File: src/rtl/s2f_pkg.sv
// Shared types and default constants for the slow-to-fast pulse pacer.
package s2f_pkg;
   typedef enum logic [1:0] {IDLE, HIGH, GAP} pacer_state_t;

   localparam int PULSE_W_DEF = 2;
   localparam int GAP_W_DEF   = 2;
   localparam int CNT_W_DEF   = 8;
   localparam int NUM_W_DEF   = 4;
   localparam int DROP_CNT_W  = 16;
endpackage

File: src/rtl/s2f_sat_accum.sv
// Saturating accumulator: cur + add - dec, clamped to 2^W-1, reporting what the clamp removed.
module s2f_sat_accum
   import s2f_pkg::*;
#(
   parameter int W     = CNT_W_DEF,
   parameter int ADD_W = NUM_W_DEF
)(
   input  logic [W-1:0]     i_cur,
   input  logic [ADD_W-1:0] i_add,
   input  logic             i_dec,
   output logic [W-1:0]     o_next,
   output logic [ADD_W-1:0] o_drop
);
   // Wide enough that cur+add never wraps even when ADD_W exceeds W.
   localparam int SW = ((W > ADD_W) ? W : ADD_W) + 1;

   logic [SW-1:0] w_max, w_sum;
   logic          w_over;

   assign w_max  = {{(SW-W){1'b0}}, {W{1'b1}}};
   assign w_sum  = SW'(i_cur) + SW'(i_add) - SW'(i_dec);
   assign w_over = (w_sum > w_max);
   assign o_next = w_over ? {W{1'b1}} : W'(w_sum);
   assign o_drop = w_over ? ADD_W'(w_sum - w_max) : '0;
endmodule

File: src/rtl/s2f_pulse_pacer.sv
// clk1-side pacer: accumulates bursty events and replays them as evenly spaced pulses.
// Define S2F_PACER_STATS_EN to build the saturating drop counter on o_drop_count.
module s2f_pulse_pacer
   import s2f_pkg::*;
#(
   parameter int PULSE_W = PULSE_W_DEF,
   parameter int GAP_W   = GAP_W_DEF,
   parameter int CNT_W   = CNT_W_DEF,
   parameter int NUM_W   = NUM_W_DEF
)(
   input  logic                  clk1,
   input  logic                  reset,
   input  logic                  i_evt_valid,
   input  logic [NUM_W-1:0]      i_evt_num,
   input  logic                  i_enable,
   output logic                  o_pulse_out,
   output logic [CNT_W-1:0]      o_pending,
   output logic                  o_busy,
   output logic                  o_overflow,
   output logic [DROP_CNT_W-1:0] o_drop_count
);
   localparam int TMAX = (PULSE_W > GAP_W) ? PULSE_W : GAP_W;
   localparam int TW   = $clog2(TMAX + 1);

   pacer_state_t     r_state, w_state_nxt;
   logic [TW-1:0]    r_timer, w_timer_nxt;
   logic             r_pulse, r_overflow, w_launch;
   logic [CNT_W-1:0] r_pending, w_pending_nxt;
   logic [NUM_W-1:0] w_add, w_drop;

   assign w_add = i_evt_valid ? i_evt_num : '0;

   // Launch decisions look only at the registered count; no same-cycle bypass.
   always_comb begin
      w_state_nxt = r_state;
      w_timer_nxt = r_timer;
      w_launch    = 1'b0;
      unique case (r_state)
         IDLE: begin
            if (i_enable && (r_pending != '0)) begin
               w_state_nxt = HIGH;
               w_timer_nxt = TW'(PULSE_W - 1);
               w_launch    = 1'b1;
            end
         end
         HIGH: begin
            if (r_timer != '0) begin
               w_timer_nxt = r_timer - TW'(1);
            end else begin
               w_state_nxt = GAP;
               w_timer_nxt = TW'(GAP_W - 1);
            end
         end
         GAP: begin
            if (r_timer != '0) begin
               w_timer_nxt = r_timer - TW'(1);
            end else if (i_enable && (r_pending != '0)) begin
               w_state_nxt = HIGH;
               w_timer_nxt = TW'(PULSE_W - 1);
               w_launch    = 1'b1;
            end else begin
               w_state_nxt = IDLE;
            end
         end
         default: begin
            w_state_nxt = IDLE;
            w_timer_nxt = '0;
         end
      endcase
   end

   s2f_sat_accum #(.W(CNT_W), .ADD_W(NUM_W)) u_pend_accum (
      .i_cur  (r_pending),
      .i_add  (w_add),
      .i_dec  (w_launch),
      .o_next (w_pending_nxt),
      .o_drop (w_drop)
   );

   always_ff @(posedge clk1 or posedge reset) begin
      if (reset) begin
         r_state    <= IDLE;
         r_timer    <= '0;
         r_pulse    <= 1'b0;
         r_pending  <= '0;
         r_overflow <= 1'b0;
      end else begin
         r_state    <= w_state_nxt;
         r_timer    <= w_timer_nxt;
         r_pulse    <= (w_state_nxt == HIGH);
         r_pending  <= w_pending_nxt;
         r_overflow <= r_overflow | (|w_drop);
      end
   end

`ifdef S2F_PACER_STATS_EN
   logic [DROP_CNT_W-1:0] r_drop_cnt, w_drop_cnt_nxt;
   logic [NUM_W-1:0]      w_drop_cnt_unused;

   s2f_sat_accum #(.W(DROP_CNT_W), .ADD_W(NUM_W)) u_drop_accum (
      .i_cur  (r_drop_cnt),
      .i_add  (w_drop),
      .i_dec  (1'b0),
      .o_next (w_drop_cnt_nxt),
      .o_drop (w_drop_cnt_unused)
   );

   always_ff @(posedge clk1 or posedge reset) begin
      if (reset) r_drop_cnt <= '0;
      else       r_drop_cnt <= w_drop_cnt_nxt;
   end

   assign o_drop_count = r_drop_cnt;
`else
   assign o_drop_count = '0;
`endif

   assign o_pulse_out = r_pulse;
   assign o_pending   = r_pending;
   assign o_busy      = (r_state != IDLE);
   assign o_overflow  = r_overflow;
endmodule

File: config.mk
export PLATFORM = sky130hd
export DESIGN_NAME = s2f_pulse_pacer
export DESIGN_NICKNAME = d
export VERILOG_FILES = /design/src/rtl/s2f_pkg.sv /design/src/rtl/s2f_sat_accum.sv /design/src/rtl/s2f_pulse_pacer.sv
export SDC_FILE = /design/constraint.sdc
export NUM_CORES = 1
export LEC_CHECK = 0
export BUFFER_PORTS_ARGS = -buffer_cell sky130_fd_sc_hd__buf_2
export CAP_MARGIN = 25
export CORE_MARGIN = 4
export CORE_UTILIZATION = 45
export DETAILED_ROUTE_END_ITERATION = 7
export HOLD_SLACK_MARGIN = 0.03
export PLACE_DENSITY_LB_ADDON = 0.12
export SLEW_MARGIN = 15
export SYNTH_ARGS = -nofsm -noshare
export SYNTH_HDL_FRONTEND = slang
export SYNTH_SLANG_ARGS = --single-unit
File: constraint.sdc
create_clock -name clk1 -period 5.2 [get_ports clk1]
set_clock_uncertainty 0.2 [all_clocks]
set_input_delay 0 -clock clk1 [delete_from_list [all_inputs] [get_ports clk1]]
set_output_delay 0 -clock clk1 [all_outputs]
set_load 0.01 [all_outputs]
======== After elaboration in Yosys (flattened, before gate mapping) ========
Cells that the tools add are included.
storage, ports and cells
  input bits .............................. 8
  register bits after elaboration ......... 14
  word-level logic and storage cells ...... 35
cells by class
  mux-type cells .......................... 15
  equal/unequal tests ..................... 3
  order comparisons ....................... 1
  reduce and logical (&&, ||, !) cells .... 6
  bitwise logic cells ..................... 1
  $add $sub $neg .......................... 4
operators with widths
  kind                                                            number
  2-to-1 mux 2 bit                                                6
  one-hot mux 2 bit (3 select lines)                              2
  adder 8 x 4 -> 9 bit                                            1
  greater-than comparator 9 x 8 -> 1 bit (second input constant)  1
  subtractor 9 x 1 -> 9 bit                                       1
  2-to-1 mux 4 bit                                                2
  2-to-1 mux 8 bit                                                1
  nonzero test 8 bit                                              1
  equality test 2 x 1 -> 1 bit (second input constant)            2
  nonzero test 2 bit                                              2
  OR reduction 4 bit                                              1
  subtractor 4 bit (second input constant)                        1
  2-to-1 mux 1 bit                                                3
  equality test 2 bit (second input constant)                     1
  zero test 2 bit                                                 1
  one-hot mux 1 bit (2 select lines)                              1
  subtractor 2 x 1 -> 2 bit (second input constant)               1
  logical AND 1 bit                                               1
  OR 1 bit                                                        1

======== Depth between registers and ports, before layout ========
Gate-level depths: netlist of run 1.
  depth after elaboration ................. 10
  gate-level depth with buffers ........... 15
  gate-level depth less buffers ........... 15

======== Hierarchy ========
A second synthesis of run 1 with hierarchy kept.
second synthesis, totals
  cell total of the unflattened synthesis .. 149
  area total of the unflattened synthesis .. 1288.7 um2
by module, submodules not included
  module           cells each  times used  area each (um2)  sequential area each (um2)
  s2f_pulse_pacer  63          1           681.9            350.3
  s2f_sat_accum    86          1           606.8            0.0

======== Least setup slack after synthesis of run 1 ========
OpenSTA, ideal clock, no wires.
  path type ............................... register -> register
  start point ............................. reg r_pending[4] (netlist: o_pending[4])
  end point ............................... reg r_overflow (netlist: o_overflow)
  buffers on the path ..................... 0
  setup slack ............................. 1.519 ns
  arrival ................................. 3.395 ns
  stages on the path, launching flop included .. 16
  clock period less this slack ............ 3.681 ns
  path through ............................ dfrtp_1 > inv_1 > ha_1 > nand4bb_1 > o311ai_1 > a21oi_1 > ha_1 > inv_1 > ha_1 > fa_1 > a21o_2 > a21oi_1 > xor2_1 > nand3b_1 > or4_1 > a32oi_1
on the way
  cells in the longest elaborated chain, start to end .. 10
  elaborated cells on any way between the ends .. 12
  those cells by class .................... add/sub: 3; order compare: 1; mux: 4; bitwise: 1; reduce/logical: 3
RTL lines
  what                                                                               RTL line                                      RTL
  from (decl)                                                                        s2f_pulse_pacer.sv:28                         logic [CNT_W-1:0] r_pending, w_pending_nxt;
  from (signal assigned)                                                             s2f_pulse_pacer.sv:91                         r_pending <= w_pending_nxt;
  nonzero test 8 bit                                                                 s2f_pulse_pacer.sv:40, s2f_pulse_pacer.sv:57
  logical AND 1 bit                                                                  s2f_pulse_pacer.sv:40, s2f_pulse_pacer.sv:57
  2-to-1 mux 1 bit                                                                   s2f_pulse_pacer.sv:40, s2f_pulse_pacer.sv:57
  2-to-1 mux 1 bit                                                                   s2f_pulse_pacer.sv:55                         if (r_timer != '0) begin
  one-hot mux 1 bit (2 select lines)                                                 s2f_pulse_pacer.sv:38                         unique case (r_state)
  subtractor 9 x 1 -> 9 bit (*)                                                      s2f_sat_accum.sv:21                           assign w_sum = SW'(i_cur) + SW'(i_add) - SW'(i_dec);
  greater-than comparator 9 x 8 -> 1 bit / subtractor 4 bit (equally long branches)  s2f_sat_accum.sv:22, s2f_sat_accum.sv:24
  2-to-1 mux 4 bit (*)                                                               s2f_sat_accum.sv:24                           assign o_drop = w_over ? ADD_W'(w_sum - w_max) : '0;
  OR reduction 4 bit (*)                                                             s2f_pulse_pacer.sv:92                         r_overflow <= r_overflow | (|w_drop);
  OR 1 bit (*)                                                                       s2f_pulse_pacer.sv:92
  to (signal assigned)                                                               s2f_pulse_pacer.sv:92
  to (decl)                                                                          s2f_pulse_pacer.sv:27                         logic r_pulse, r_overflow, w_launch;
Every way passes the cells marked *; elsewhere a longest branch is shown, timed or not.

======== Worst setup path after layout of run 1 ========
Ends and elaborated chain as after synthesis.

==> impl_results.md, run 1 <==
* Die Y at 60.0 microns
* Worst EP arrival at 3.98 ns
* RSZ-0062 raised after global routing: false
* Period minus WS final at 4.06 ns
* Area delta synth->final at 9.58%
* Tot GR Track Use at 14.1%
* Die area at 3600 sq um
* MaxCap Viol Count at 0
* Register-to-register setup slack at 1.14 ns
* Final setup fails at 0
* CP max stage cell: o311ai_1
* Area of the multi-input gates at 711 sq um
* Antenna Nets Post-Route at 0
* WP depth at 15
* Yosys reg bits at 14
* Placeable Area at 2520 sq um
* Post-synth EDFFs at 0
* DIE WIDTH at 60.0 microns
* Site Rows at 18
* Synthesis warning total at 0
* Initial Utilization at 48.2%
* Worst Setup SP: o_pending[4]
* Slew HR at 56.4%
* Initial antenna violation count at 0
* Dpl ws at 1.15 ns
* Largest net degree at the start of global routing at 15
* Register area share after synthesis at 28.8%
* Wire length of the first global-routing pass at 3770 microns
* Critical Path Fanout Max at 9
* Crit Path Class: flop to flop
* # nets final at 186
* CP Launch Type: flop
* Syn Area/Cell at 8.74 sq um
* Overflow after GRT at 0
* Crit end category: flop
* Hold Crit Class: input pin to asynchronous set/reset pin
* Drt drc at 0
* CP top delay family: compound AO/OA/AOI/OAI gates
* CTS tree: yes
* Synth area leader: dfrtp_1
* Status: finished clean
* Clk root buf: clkbuf_4
* Top cell type's share of synthesized area at 28.8%
* Fill cells at 252
* Ys flop type: dfrtp_1
* Mapped Area at 1210 sq um
* Setup bufs post-CTS at 0
* Worst slew pin tran at 0.649 ns
* Wire per inst at 12.1 microns
* Hold Buf Count CTS at 2
* Largest cells by area after synthesis: dfrtp_1 29%, ha_1 15%, buf_4 9.9%
* Max IR drop VDD at 0.000412 V
* Required @ worst endpoint at 5.12 ns
* Period Utilization, post-route at 78.0%
* Cell variety after synth at 36
* Critical R2R Launch: o_pending[4]
* Crit-path cells: inv_1 > ha_1 > nand4bb_1 > o311ai_1 > a21oi_1 > ha_1 > inv_1 > ha_1 > fa_1 > a21o_2 > a21oi_1 > o211ai_1 > a21oi_1 > xnor2_1 > a32oi_1
* CTS Sinks at 14
* Htree depth at 1
* Worst hold slack at 0.0927 ns
* Final Hold Viols at 0
* Leakage at 0.702 nW
* Routed WL at 2310 microns
* R2R depth at 15
* Fmax achieved at 246 MHz
* CTS buffer count at 3
* R2R Path End: o_overflow
* Vias in the first global route at 889
* Port buffer count at 18
* Max clock buf depth at 2
* Resize count post-CTS at 0
* Pwr/cell area at 749 nW/um^2
* Initial DRC Count at 29
* Layout cell share with drive strength beyond 1 at 16.1%
* Final slew viol count at 0
* GP Congestion at 0.858
* Clk_lat worst skew at 0.28 ns
* Ports at 35
* Number of diodes at 0
* Vias per Instance at 4.99
* Cells after synthesis at 139
* Post-route setup slack at 1.14 ns
* Total number of vias at 954
* Final HPWL DP at 1980 microns
* Critical Path Sink: o_overflow
* Worst-path clk slew at 0.09 ns
* Pre-antenna DRT Iters at 4
* Worst path bufs/invs at 2
* TNS Setup at 0 ns
* Ys async rst share at 100%
* Reg area at 350 sq um
* Crit-path max cell delay at 0.55 ns
[sequential cells by signal, summed over array words and instances, names as in the netlist]
signal and count:
o_overflow 1, o_pending 8, o_pulse_out 1, r_state 2
r_timer 2
[cells in the final DEF, fill, tap and decap left out, types with 3 or more instances in the layout]
cell type  count
a21oi_1        7
nor2_1         4
xnor2_1        5
inv_1         23
clkbuf_4       3
nand2b_1       3
xor2_1         3
ha_1          15
dfrtp_1       14
nand2_1       15
o21ai_0        5
conb_1        16
buf_2         18
[final cells by class]
cell class                      count  share of cell area (%)
Clock buffer                        4                    2.73
Inverter                           23                    6.48
Multi-Input combinational cell    100                    53.4
Sequential cell                    14                    26.3
Tap cell                           30                    2.82
Timing Repair Buffer               20                    8.27
[cell usage after synthesis, types with 2 or more instances]
| library cell | n |
|---|---|
| o211ai_1 | 2 |
| ha_1 | 15 |
| o21ai_0 | 5 |
| nand3_1 | 2 |
| xnor2_1 | 5 |
| nand3b_1 | 2 |
| nand2_1 | 15 |
| nor2_1 | 4 |
| xor2_1 | 3 |
| a21oi_1 | 7 |
| a22oi_1 | 2 |
| inv_1 | 23 |
| dfrtp_1 | 14 |
| nand2b_1 | 3 |
| buf_4 | 16 |
[power by group]
| part | internal [mW] | switching, mW |
|---|---|---|
| logic | 0.302 | 0.423 |
| clock network | 0.0426 | 0.0345 |
| registers | 0.157 | 0.0375 |
[worst register-to-register path, stage by stage (launching register included)]
cell	delay (ns)
dfrtp_1	0.39
inv_1	0.10
ha_1	0.15
nand4bb_1	0.10
o311ai_1	0.55
a21oi_1	0.10
ha_1	0.31
inv_1	0.04
ha_1	0.23
fa_1	0.43
a21o_2	0.21
a21oi_1	0.22
o211ai_1	0.15
a21oi_1	0.21
xnor2_1	0.34
a32oi_1	0.19
[layer usage]
metal	vias to the layer above	global-route usage (%)	part of all wire, %
met5	-	0	0
met4	0	5.70	2.1
met3	6	2.59	7.2
met2	36	22.1	44
met1	441	19.0	47
li1	471	-	-
[metrics by stage]
step / instance area [sq um] / cells / utilization (%) / total power [mW]
after floorplan: 1270 / 154 / - / 0.765
after global placement: 1270 / 185 / 50.5 / 0.908
after detailed placement: 1270 / 185 / 50.5 / 0.918
after CTS: 1330 / 191 / 52.8 / 1.00
after global routing: 1330 / 191 / 52.8 / 1.11
final: 1330 / 191 / 52.8 / 0.997
[logic make-up after synthesis]
family,share of synthesized area [%]
flops,28.8
other cells,0.309
xor+xnor,5.77
compound gates,15.8
simple gates,14.1
mux,0.824
buf+inv,17.3
fa+ha+maj,17.1
[worst min-delay path by stage]
stage	from	slack (ns)	to	cells past startpoint
floorplan	reset	-0.31	o_overflow	1
global placement	reset	-0.14	o_pending[2]	2
detailed placement	reset	-0.12	o_overflow	2
CTS	reset	0.12	r_timer[1]	3
global route	reset	0.17	r_timer[1]	3
finish	reset	0.09	r_timer[1]	3
Note: power is estimated with default switching activity, not from simulation.
==> run 2: changes to the inputs <==
clock period = 3.35 ns   (was 5.2 ns; I/O delays follow)
==> run 2 against run 1 <==
Net effect:
- the flow now finishes with violations (negative setup slack)
- clock power increased by 57%
- wire length is 15% higher
- global-route usage up 1.4 points
- sequential power up 58%
- utilization is 9.6 points higher
- via count increased by 7.4%
- flip-flop and latch count unchanged
- sequential share of layout area shrank 4.1 points
- first-iteration DRC count rose by 100%
- combinational power increased by 120%
- fmax increased by 16%
- critical path type unchanged
- critical endpoint unchanged
- largest power group unchanged
==> impl_results.md, run 2 (synthesized netlist as in run 1, its figures left out) <==
* Max IR drop VDD at 0.000769 V (+87%)
* Fmax achieved at 287 MHz (+16%)
* Htree depth at 1 (unchanged)
* Period minus WS final at 3.49 ns (-0.568 ns)
* Post-Layout Inst Area at 1570 sq um (+18%)
* Period Utilization, post-route at 104% (+26 points)
* GP Congestion at 0.782 (-8.9%)
* Drt drc at 0 (unchanged)
* Layout cell share with drive strength beyond 1 at 35.5% (+19 points)
* Vias in the first global route at 976 (+9.8%)
* Most common cell after layout, fill and taps aside: buf_4
* Antenna Nets Post-Route at 0 (unchanged)
* Port buffer count at 18 (unchanged)
* Worst hold slack at 0.0981 ns (+0.00541 ns)
* Max clock buf depth at 2 (unchanged)
* Final setup fails at 1 (+1)
* Number of diodes at 0 (unchanged)
* Largest net degree at the start of global routing at 15 (unchanged)
* Required @ worst endpoint at 3.35 ns (-1.77 ns)
* Placed instance area at 1440 sq um (+13%)
* Commonest cells after routing, fill and taps aside: 22 x buf_4, 19 x inv_1, 18 x buf_2
* Critical Path Fanout Max at 3 (-6)
* CTS buffer count at 3 (unchanged)
* Placeable Area at 2520 sq um (unchanged)
* Pre-antenna DRT Iters at 6 (+2)
* Flip-flop count of the largest register after layout at 8 (unchanged)
* Worst slew pin tran at 0.542 ns (-0.107 ns)
* Total number of vias at 1,025 (+7.4%)
* CP Launch Type: flop
* Initial antenna violation count at 0 (unchanged)
* Crit end category: flop
* Final core occ at 62.4% (+9.6 points)
* Failing checks: negative setup slack
* Slew HR at 63.8% (+7.4 points)
* Crit Path Class: flop to flop
* CTS Sinks at 14 (unchanged)
* # nets final at 208 (+12%)
* Initial Utilization at 48.2% (unchanged)
* Overflow after GRT at 0 (unchanged)
* Status: complete, but fails checks
* Leakage at 0.811 nW (+16%)
* Clk_lat worst skew at 0.28 ns (about the same)
* Worst-path clk slew at 0.09 ns (about the same)
* Wire per inst at 12.4 microns (+2.7%)
* Initial DRC Count at 59 (+100%)
* Final Hold Viols at 0 (unchanged)
* Wire length of the first global-routing pass at 4150 microns (+10%)
* Ports at 35 (unchanged)
* Routed WL at 2650 microns (+15%)
* Pwr/cell area at 1280 nW/um^2 (+71%)
* Tot GR Track Use at 15.5% (+1.4 points)
* Hold Crit Class: input pin to asynchronous set/reset pin
* Clk root buf: clkbuf_4
* Final slew viol count at 0 (unchanged)
* Worst EP arrival at 3.49 ns (-0.49 ns)
* Site Rows at 18 (unchanged)
* Post-route setup slack at -0.140 ns (-1.28 ns)
* RSZ-0062 raised after global routing: true
* Die area at 3600 sq um (unchanged)
* CTS tree: yes
* Die Y at 60.0 microns (unchanged)
* MaxCap Viol Count at 0 (unchanged)
* Area delta synth->final at 29.6%
* Final HPWL DP at 2160 microns (+9.0%)
* Final total power at 2.02 mW (+100%)
* Vias per Instance at 4.81 (-3.7%)
* DIE WIDTH at 60.0 microns (unchanged)
[run 2: cell count changes in the layout (fill, tap and decap cells not counted), sizes merged]
cell | previous run | this run
buf | 18 | 40
[run 2: cell type report]
type / instances / area [sq um]
Fill cell: 234 / 948
Multi-Input combinational cell: 100 / 788
Sequential cell: 14 / 350
Timing Repair Buffer: 42 / 275
Inverter: 23 / 86.3
Tap cell: 30 / 37.5
Clock buffer: 4 / 36.3
[run 2: through the flow]
step	setup slack, ns	std cells	TNS, ns
2_1_floorplan	-0.0978	154	-0.171
3_3_place_gp	-0.229	202	-0.721
3_5_place_dp	-0.239	202	-1.08
4_1_cts	-0.190	210	-0.190
5_1_grt	-0.239	213	-1.05
6_report	-0.140	213	-0.140
[run 2: metal layers]
metal	track usage (%)	vias to the layer above	wire [microns]
met2	25.9	30	1330
met4	6.96	0	25
li1	-	514	-
met5	0	-	0
met3	2.16	2	153
met1	19.5	479	1140
[run 2: repair_timing]
item / CTS / global route
hold buffers: 2 / 0
setup endpoints to repair: 9 / 9
pin swaps: 7 / 5
endpoints found under the hold margin: 17 / 0
gates resized for setup: 3 / 11
setup buffers: 2 / 3
[run 2: worst max-delay path: stages, from the launching register on]
cell	delay (ns)
dfrtp_1	0.38
inv_1	0.11
ha_4	0.13
nand4bb_1	0.14
o311ai_4	0.27
a21oi_2	0.05
ha_1	0.29
inv_2	0.04
ha_4	0.15
fa_2	0.36
a21oi_2	0.12
o21ai_1	0.08
a21oi_1	0.20
xor2_1	0.11
or4_1	0.54
a32oi_1	0.21
[run 2: power breakdown]
group / leakage [nW] / internal (mW) / switching, mW
sequential: 0.155 / 0.244 / 0.0639
clock: 0.0210 / 0.0661 / 0.0554
combinational: 0.635 / 0.809 / 0.781
total: 0.811 / 1.12 / 0.900
[run 2: worst paths after layout]
| path | slack [ns] | from | end | cells past startpoint |
|---|---|---|---|---|
| worst max-delay path | -0.14 | o_pending[5] | o_overflow | 15 |
| worst min-delay path | 0.1 | reset | r_state[1] | 3 |
| worst max register to register | -0.14 | o_pending[5] | o_overflow | 15 |
| worst min register to register | 0.35 | r_timer[1] | r_timer[1] | 1 |
| max in group asynchronous | 2.49 | reset | o_pending[6] | 3 |
| min in group clk1 | 0.25 | i_evt_num[0] | o_pending[0] | 6 |
